<file path="config.mk">
export PLATFORM = sky130hd
export DESIGN_NAME = cini_out_vote
export DESIGN_NICKNAME = d
export VERILOG_FILES = /design/src/rtl/cini_pkg.sv /design/src/rtl/cini_vote_fifo.sv /design/src/rtl/cini_out_vote.sv
export SDC_FILE = /design/constraint.sdc
export NUM_CORES = 1
export LEC_CHECK = 0
export ABC_CLOCK_PERIOD_IN_PS = 4500
export BUFFER_PORTS_ARGS = -buffer_cell sky130_fd_sc_hd__buf_2
export CAP_MARGIN = 30
export CORE_MARGIN = 4
export CORE_UTILIZATION = 57
export DETAILED_ROUTE_END_ITERATION = 8
export GPL_ROUTABILITY_DRIVEN = 0
export PLACE_DENSITY = 0.8
export SYNTH_ARGS = -nofsm -noshare
export SYNTH_HDL_FRONTEND = slang
export SYNTH_SLANG_ARGS = --single-unit
</file>
<file path="constraint.sdc">
create_clock -name clk -period 4.5 [get_ports clk]
set_input_delay 0 -clock clk [delete_from_list [all_inputs] [get_ports clk]]
set_output_delay 0 -clock clk [all_outputs]
set_load 0.01 [all_outputs]
</file>
<file path="src/rtl/cini_pkg.sv">
// Shared types and helpers for the CINI HPC2 output voting slice.
//   K       masking order of the upstream gadget (d=1, k=1)
//   NCOPY   redundant copies per share (2K+1)
//   NSHARE  output shares produced by the gadget
//   vote_beat_t  one voted output beat {s0, s1, fault}
//   maj3    2-of-3 majority vote
//   agree3  all three copies identical
package cini_pkg;

   localparam int K      = 1;
   localparam int NCOPY  = 2 * K + 1;
   localparam int NSHARE = 2;

   typedef struct packed {
      logic s0;
      logic s1;
      logic fault;
   } vote_beat_t;

   function automatic logic maj3(input logic [NCOPY-1:0] c);
      return (c[0] & c[1]) | (c[0] & c[2]) | (c[1] & c[2]);
   endfunction

   function automatic logic agree3(input logic [NCOPY-1:0] c);
      return (c == '0) || (c == '1);
   endfunction

endpackage

</file>
<file path="src/rtl/cini_vote_fifo.sv">
// Synchronous FIFO of voted beats.
// Ports:
//   clk, reset   clock, asynchronous active-low reset
//   push         write push_beat (dropped when full unless popping too)
//   push_beat    beat to store
//   pop          remove the head entry (ignored when empty)
//   head         head entry, zero while empty
//   count        registered occupancy
//   empty, full  occupancy flags
// DEPTH must be a power of two so the pointers wrap naturally.
module cini_vote_fifo
   import cini_pkg::*;
#(
   parameter int DEPTH = 4
) (
   input  logic                       clk,
   input  logic                       reset,
   input  logic                       push,
   input  vote_beat_t                 push_beat,
   input  logic                       pop,
   output vote_beat_t                 head,
   output logic [$clog2(DEPTH):0]     count,
   output logic                       empty,
   output logic                       full
);

   localparam int AW = $clog2(DEPTH);
   localparam int CW = AW + 1;

   vote_beat_t        mem [DEPTH];
   logic [AW-1:0]     wr_ptr;
   logic [AW-1:0]     rd_ptr;
   logic              wr_en;
   logic              rd_en;

   assign empty = (count == '0);
   assign full  = (count == CW'(DEPTH));

   // A pop frees the head slot in the same edge, so full+push+pop is legal.
   assign wr_en = push & (~full | pop);
   assign rd_en = pop & ~empty;

   assign head = empty ? '0 : mem[rd_ptr];

   always_ff @(posedge clk or negedge reset) begin
      if (!reset) begin
         for (int i = 0; i < DEPTH; i++) mem[i] <= '0;
         wr_ptr <= '0;
         rd_ptr <= '0;
         count  <= '0;
      end else begin
         if (wr_en) begin
            mem[wr_ptr] <= push_beat;
            wr_ptr      <= wr_ptr + AW'(1);
         end
         if (rd_en) rd_ptr <= rd_ptr + AW'(1);
         case ({wr_en, rd_en})
            2'b10:   count <= count + CW'(1);
            2'b01:   count <= count - CW'(1);
            default: count <= count;
         endcase
      end
   end

endmodule

</file>
<file path="src/rtl/cini_out_vote.sv">
// Output stage of the d=1, k=1 CINI HPC2 AND gadget.
// Tracks the gadget's fixed latency with a valid shift register, majority
// votes each triplicated share on its own (shares are never combined), flags
// copy disagreement, and buffers beats in a FIFO with valid/ready. Issue is
// throttled by credits so the non-stallable gadget can never overflow it.
// Ports:
//   clk, reset        clock, asynchronous active-low reset
//   issue             new operation's b-shares enter the gadget
//   issue_ready       credit available, issue is accepted this cycle
//   io_c_0, io_c_1    triplicated output shares from the gadget
//   out_valid/ready   consumer handshake
//   out_s0, out_s1    voted shares of the head beat
//   out_fault         head beat had a copy mismatch
//   fault_sticky      any mismatch since reset / fault_clr
//   fault_clr         synchronous clear of fault_sticky and fault_cnt
//   fault_cnt         saturating count of faulty beats
// Build option: define CINI_FAULT_CNT_EN to include the fault counter;
// otherwise fault_cnt is tied to zero.
module cini_out_vote
   import cini_pkg::*;
#(
   parameter int LAT   = 2,
   parameter int DEPTH = 4,
   parameter int CNT_W = 8
) (
   input  logic              clk,
   input  logic              reset,
   input  logic              issue,
   output logic              issue_ready,
   input  logic [NCOPY-1:0]  io_c_0,
   input  logic [NCOPY-1:0]  io_c_1,
   output logic              out_valid,
   input  logic              out_ready,
   output logic              out_s0,
   output logic              out_s1,
   output logic              out_fault,
   output logic              fault_sticky,
   input  logic              fault_clr,
   output logic [CNT_W-1:0]  fault_cnt
);

   localparam int CW = $clog2(DEPTH) + 1;

   logic [LAT-1:0]  vp;
   logic            sample;
   logic [CW:0]     credit_use;
   logic [CW-1:0]   occ;
   logic            fifo_empty;
   logic            fifo_full;
   logic            pop;
   logic            overflow;
   vote_beat_t      beat;
   vote_beat_t      head;

   always_ff @(posedge clk or negedge reset) begin
      if (!reset) begin
         vp <= '0;
      end else begin
         vp[0] <= issue & issue_ready;
         for (int i = 1; i < LAT; i++) vp[i] <= vp[i-1];
      end
   end

   assign sample = vp[LAT-1];

   // Credits cover buffered beats plus every operation still inside the
   // gadget; occupancy is registered, so a pop frees a credit one cycle late.
   always_comb begin
      credit_use = {1'b0, occ};
      for (int i = 0; i < LAT; i++) credit_use = credit_use + (CW+1)'(vp[i]);
   end

   assign issue_ready = credit_use < (CW+1)'(DEPTH);

   always_comb begin
      beat       = '0;
      beat.s0    = maj3(io_c_0);
      beat.s1    = maj3(io_c_1);
      beat.fault = ~agree3(io_c_0) | ~agree3(io_c_1);
   end

   assign pop      = out_valid & out_ready;
   assign overflow = sample & fifo_full & ~pop;

   cini_vote_fifo #(.DEPTH(DEPTH)) u_fifo (
      .clk       (clk),
      .reset     (reset),
      .push      (sample),
      .push_beat (beat),
      .pop       (pop),
      .head      (head),
      .count     (occ),
      .empty     (fifo_empty),
      .full      (fifo_full)
   );

   assign out_valid = ~fifo_empty;
   assign out_s0    = head.s0;
   assign out_s1    = head.s1;
   assign out_fault = head.fault;

   // A dropped beat is itself a fault; set has priority over clear.
   always_ff @(posedge clk or negedge reset) begin
      if (!reset) begin
         fault_sticky <= 1'b0;
      end else if ((sample & beat.fault) | overflow) begin
         fault_sticky <= 1'b1;
      end else if (fault_clr) begin
         fault_sticky <= 1'b0;
      end
   end

`ifdef CINI_FAULT_CNT_EN
   logic cnt_inc;

   assign cnt_inc = sample & beat.fault;

   always_ff @(posedge clk or negedge reset) begin
      if (!reset) begin
         fault_cnt <= '0;
      end else if (fault_clr) begin
         fault_cnt <= cnt_inc ? CNT_W'(1) : '0;
      end else if (cnt_inc && (fault_cnt != '1)) begin
         fault_cnt <= fault_cnt + CNT_W'(1);
      end
   end
`else
   assign fault_cnt = '0;
`endif

   ovf_never: assert property (@(posedge clk) disable iff (!reset) !overflow);

endmodule

</file>
Word level (Yosys, flattened, before mapping)
Index checks and enable logic that the tools add are counted.

storage, ports and cells
  register bits = 22
  bits in latches = 0
  memory bits (writable) = 0
  memory bits (read-only) = 0
  output and inout port bits = 14
  word-level logic and storage cells = 77
  memories kept = 0

cells by class
  add/sub/neg operators = 6
  $mul = 0
  divide/modulo/power cells = 0
  magnitude comparators = 4
  eq/ne operators = 5
  shift operators = 0
  mux-type cells = 10
  bitwise operators = 27
  reduce and logical (&&, ||, !) cells = 8

operators with widths
  kind                   count
  $and A1 B1 Y1          13
  $bwmux W12             1
  $mux W3                4
  $eq A3 B3 Y1 const B   3
  $logic_not A3 Y1       3
  $or A1 B1 Y1           7
  $bmux W3 S2            1
  $demux W3 S2           1
  $ge A3 B3 Y1 const B   2
  $not A2 Y3             2
  $pmux W3 S2            1
  $not A1 Y1             5
  $add A2 B1 Y2 const B  2
  $add A3 B1 Y4          1
  $add A4 B1 Y4          1
  $lt A4 B3 Y1 const B   1
  $reduce_bool A2 Y1     2
  $add A3 B1 Y3 const B  1
  $lt A3 B1 Y1 const B   1
  $sub A3 B1 Y3 const B  1
  $eq A2 B1 Y1 const B   1
  $eq A2 B2 Y1 const B   1
  $logic_or A1 B1 Y1     2
  $mux W1                2
  $logic_and A1 B1 Y1    1

Longest topological paths before layout
  depth after elaboration = 7
  mapped depth = 9

Hierarchy
A second synthesis with hierarchy kept.

unflattened totals
  cell total of the unflattened synthesis = 101
  area total of the unflattened synthesis = 1218.7 um^2

by module, submodules not included
  module          instances  cells each  area each (um^2)  seq. area each (um^2)
  cini_vote_fifo  1          72          967.2             475.5
  cini_out_vote   1          29          251.5             75.1

Worst setup path before layout
OpenSTA, ideal clock, no wires.

  path type = reg-to-reg
  start = register u_fifo.count[0]
  end = register u_fifo.count[2]
  setup time = 0.079 ns
  arrival = 2.100 ns
  required time = 4.421 ns
  slack = 2.321 ns
  cell stages (with the launch flop) = 10
  path buffers = 1
  clock period less this slack = 2.179 ns
  cells stage by stage = dfrtp_1 > or4b_1 > buf_6 > nand2_4 > ha_1 > inv_1 > fa_1 > xor2_1 > nor2_1 > xor2_1

on the way
  word-level cells in the longest chain between the ends = 7
  elaborated cells on any way between the ends = 14
  those cells by class = add/sub: 2; eq/ne: 3; mux: 1; bitwise: 6; reduce/logical: 2

ends and longest elaborated chain
  what                                                      RTL line                                   source
  start: declaration                                        cini_vote_fifo.sv:22                       output logic [$clog2(DEPTH):0] count,
  start signal: assignment                                  cini_vote_fifo.sv:58                       2'b10: count <= count + CW'(1);
  start signal: assignment                                  cini_vote_fifo.sv:59                       2'b01: count <= count - CW'(1);
  start signal: assignment                                  cini_vote_fifo.sv:60                       default: count <= count;
  $logic_not A3 Y1                                          cini_vote_fifo.sv:36                       assign empty = (count == '0);
  $not A1 Y1                                                cini_vote_fifo.sv:41, cini_out_vote.sv:97
  $and A1 B1 Y1                                             cini_out_vote.sv:82                        assign pop = out_valid & out_ready;
  $or A1 B1 Y1                                              cini_vote_fifo.sv:40                       assign wr_en = push & (~full | pop);
  $and A1 B1 Y1                                             cini_vote_fifo.sv:40
  $eq A2 B1 Y1 / $eq A2 B2 Y1 (equally long branches)       cini_vote_fifo.sv:57                       case ({wr_en, rd_en})
  $pmux W3 S2 / $reduce_bool A2 Y1 (equally long branches)  -

Parallel ways exist; a longest one is shown, timed or not.
A chain may end at the register's enable or synchronous reset.

Worst setup path in the final report
Ends and elaborated chain as after synthesis.

==> impl_metrics.py <==
metrics = {
    "status": {
        "status": "complete, no violations",
    },
    "setup_path": {
        "crit_chain": "or4b_1, nand2_4, ha_1, inv_1, fa_1, xor2_1, nor2_1, xor2_1",
        "path_buf_inv": 1,
        "crit_end": "u_fifo.count[2]$_DFFE_PN0P_",
        "max_stage_delay_ps": 700,
        "cp.depth": 8,
        "critPathTopFamily": "simple AND/OR/NAND/NOR gates",
        "rr_worst_depth": 8,
        "cp.arrival_ps": 2650,
        "worstPathRequired_ps": 4750,
        "reg2reg_from": "u_fifo.count[0]$_DFFE_PN0P_",
        "setup.worst_path.start": "u_fifo.count[0]$_DFFE_PN0P_",
        "r2r_setup_slack_ps": 2110,
        "worstSetupPathType": "reg2reg",
        "cp-end-kind": "flop",
        "crit_path_max_fanout": 6,
        "r2r-end": "u_fifo.count[2]$_DFFE_PN0P_",
        "slowest_stage": "or4b_1",
        "crit_path_frequent_cell": "xor2_1",
        "cp-start-kind": "flop",
    },
    "die": {
        "std_cell_rows": 16,
        "dieArea_mm2": 0.00293,
        "ioPinCount": 25,
        "core_region_area_mm2": 0.00200,
        "start_util": 0.606,
        "die_width_um": 54.1,
        "die_h_um": 54.1,
    },
    "yosys": {
        "ys_ff_latch": 22,
        "synth-seq-area-share": 0.454,
        "ys_warn_count": 0,
        "synthCells": 96,
        "synth_area_mm2": 0.00121,
        "syn_avg_cell_area_um2": 12.6,
        "synth.distinct_cells": 27,
    },
    "global_route": {
        "antenna_found_initial": 0,
        "grt_max_degree": 23,
        "grtUsageTotal": 0.176,
        "grt_pass1_vias": 797,
        "grt_pass1_wl_um": 3480,
        "gr-total-overflow": 0,
    },
    "sta": {
        "fin_crit_sh": 0.532,
        "slew_viol_final": 0,
        "rsz0062_at_grt": "no",
        "finalCriticalPeriod_ps": 2390,
        "final.setup_skew_ps": 5.01,
        "finalSetupViolations": 0,
        "setup_tns_ps": 0,
        "finalHoldViolations": 0,
        "max_clock_freq_ghz": 0.418,
        "setup_slack_ps": 2110,
    },
    "clock_network": {
        "tritoncts": "built",
        "postCtsSetupBuffers": 0,
        "htree_levels": 1,
        "cts_resized": 0,
        "clkTransAtPathRegs_ps": 130,
        "cts_hold_buf": 4,
        "root_buffer": "clkbuf_4",
        "cts_sinks": 22,
        "cts_buffer_depth": 2,
        "numCtsBuffers": 3,
        "clock_latency_ps": 320,
    },
    "placed_design": {
        "hpwl_um": 1580,
        "dp_slack_ps": 2110,
        "portBuffers": 16,
        "dp_cells": 135,
    },
    "finish": {
        "fin_nets": 135,
        "fill_cells": 148,
        "finalNonFillerCells": 143,
        "diodes": 0,
        "syn_to_final_growth_pct": 12.7,
        "final_common_cell": "dfrtp_1",
        "drive_above_1_share": 0.241,
        "final_cell_mix": "dfrtp_1, buf_2, mux2_1",
    },
    "route": {
        "route.detailed.drc": 0,
        "via_per_inst": 5.13,
        "first_iter_violations": 10,
        "wl_per_cell_um": 14.3,
        "ant_nets": 0,
        "dr.pass1.iters": 4,
        "vias": 733,
        "drt_wl_total_um": 2050,
    },
    "power": {
        "combPwrFrac": 0.410,
        "power.internal_uw": 591,
        "peakVddDrop_mv": 0.372,
        "seq_power_share": 0.420,
        "clockPowerShare": 0.169,
        "p_sw_frac": 0.348,
        "power.leakage_nw": 0.629,
        "p_switching_uw": 316,
        "power.density_mw_per_mm2": 664,
    },
    "run": {
        "max-cap-violations": 0,
    },
    "hold_path": {
        "min_path_type": "in2async",
    },
}
-- power by group through the flow --
stage | Sequential, mW | Combinational (mW) | Clock [mW]
2_1_floorplan | 0.356 | 0.301 | 0
3_3_place_gp | 0.378 | 0.363 | 0
3_5_place_dp | 0.388 | 0.374 | 0
4_1_cts | 0.382 | 0.380 | 0.159
5_1_grt | 0.395 | 0.422 | 0.165
6_report | 0.381 | 0.373 | 0.154
-- how the worst min path moves through the flow --
stage               from                         end  slack, ps  cells past startpoint
3_3_place_gp       reset  u_fifo.mem[10]$_DFFE_PN0P_        -20                      1
5_1_grt        io_c_0[0]   u_fifo.mem[2]$_DFFE_PN0P_        170                      3
4_1_cts        io_c_1[1]  u_fifo.mem[10]$_DFFE_PN0P_        150                      3
6_report           reset   u_fifo.mem[3]$_DFFE_PN0P_        160                      2
3_5_place_dp       reset   u_fifo.mem[7]$_DFFE_PN0P_        -10                      1
2_1_floorplan      reset    fault_sticky$_DFFE_PN0P_       -300                      0
-- cells by family (layout without fill, tap and decap cells) --
group,after synthesis,after routing,synth area share
xor gates and xnor gates,6,6,0.0433
other,1,8,0.00309
adders and majority gates,9,9,0.0948
AOI/OAI and AO/OA,4,4,0.0237
and+or+nand+nor,19,19,0.110
DFF,22,22,0.454
buffers and inverters,18,31,0.0866
muxes,17,17,0.185
-- cell type report --
class / instances / area (um^2) / share of cell area
Multi-Input combinational cell: 63 / 584 / 0.427
Sequential cell: 22 / 551 / 0.403
Timing Repair Buffer: 20 / 120 / 0.0878
Tap cell: 27 / 33.8 / 0.0247
Clock inverter: 1 / 30.0 / 0.0220
Inverter: 7 / 26.3 / 0.0192
Clock buffer: 3 / 22.5 / 0.0165
-- flip-flops by register name, summed over array words and instances (netlist names) --
name / count
fault_sticky: 1
u_fifo.count: 3
u_fifo.mem: 12
u_fifo.rd_ptr: 2
u_fifo.wr_ptr: 2
vp: 2
-- synthesized netlist by cell type --
| cell | n | share of area |
|---|---|---|
| a21o_1 | 1 | 0.0062 |
| a21oi_1 | 1 | 0.0041 |
| a221o_1 | 1 | 0.0082 |
| and2_1 | 5 | 0.026 |
| and3_1 | 2 | 0.010 |
| buf_4 | 8 | 0.049 |
| buf_6 | 1 | 0.0093 |
| clkbuf_1 | 2 | 0.0062 |
| conb_1 | 1 | 0.0031 |
| dfrtp_1 | 22 | 0.45 |
| fa_1 | 1 | 0.016 |
| ha_1 | 6 | 0.062 |
| inv_1 | 7 | 0.022 |
| maj3_1 | 2 | 0.016 |
| mux2_1 | 13 | 0.12 |
| mux2i_1 | 1 | 0.0082 |
| mux4_2 | 3 | 0.056 |
| nand2_4 | 1 | 0.0093 |
| nand3_1 | 1 | 0.0041 |
| nand3_2 | 4 | 0.033 |
| nor2_1 | 2 | 0.0062 |
| nor3_1 | 2 | 0.0082 |
| o22ai_1 | 1 | 0.0052 |
| or3_1 | 1 | 0.0052 |
| or4b_1 | 1 | 0.0082 |
| xnor2_1 | 3 | 0.022 |
| xor2_1 | 3 | 0.022 |
-- worst reg2reg max path: cells and delay by family, from the launching register on --
| kind | cells | cell delay, ps |
|---|---|---|
| buffers and inverters | 1 | 60 |
| xor gates and xnor gates | 2 | 300 |
| adders and majority gates | 2 | 560 |
| and+or+nand+nor | 3 | 960 |
| DFF | 1 | 440 |
-- stage by stage --
| stage | hold slack (ps) | power, mW | utilization | instance area [um^2] |
|---|---|---|---|---|
| after floorplan | -296 | 0.657 | - | 1240 |
| after global placement | -16.3 | 0.740 | 0.637 | 1270 |
| after detailed placement | -10.6 | 0.762 | 0.637 | 1270 |
| after CTS | 151 | 0.921 | 0.683 | 1370 |
| after global routing | 168 | 0.983 | 0.683 | 1370 |
| final | 156 | 0.908 | 0.683 | 1370 |
-- routing by layer --
metal,wire length [um],GRT usage
met1,815,0.205
met2,1060,0.299
met3,119,0.0416
met4,49,0.0871
met5,0,0
Note: power is estimated with default switching activity, not from simulation.
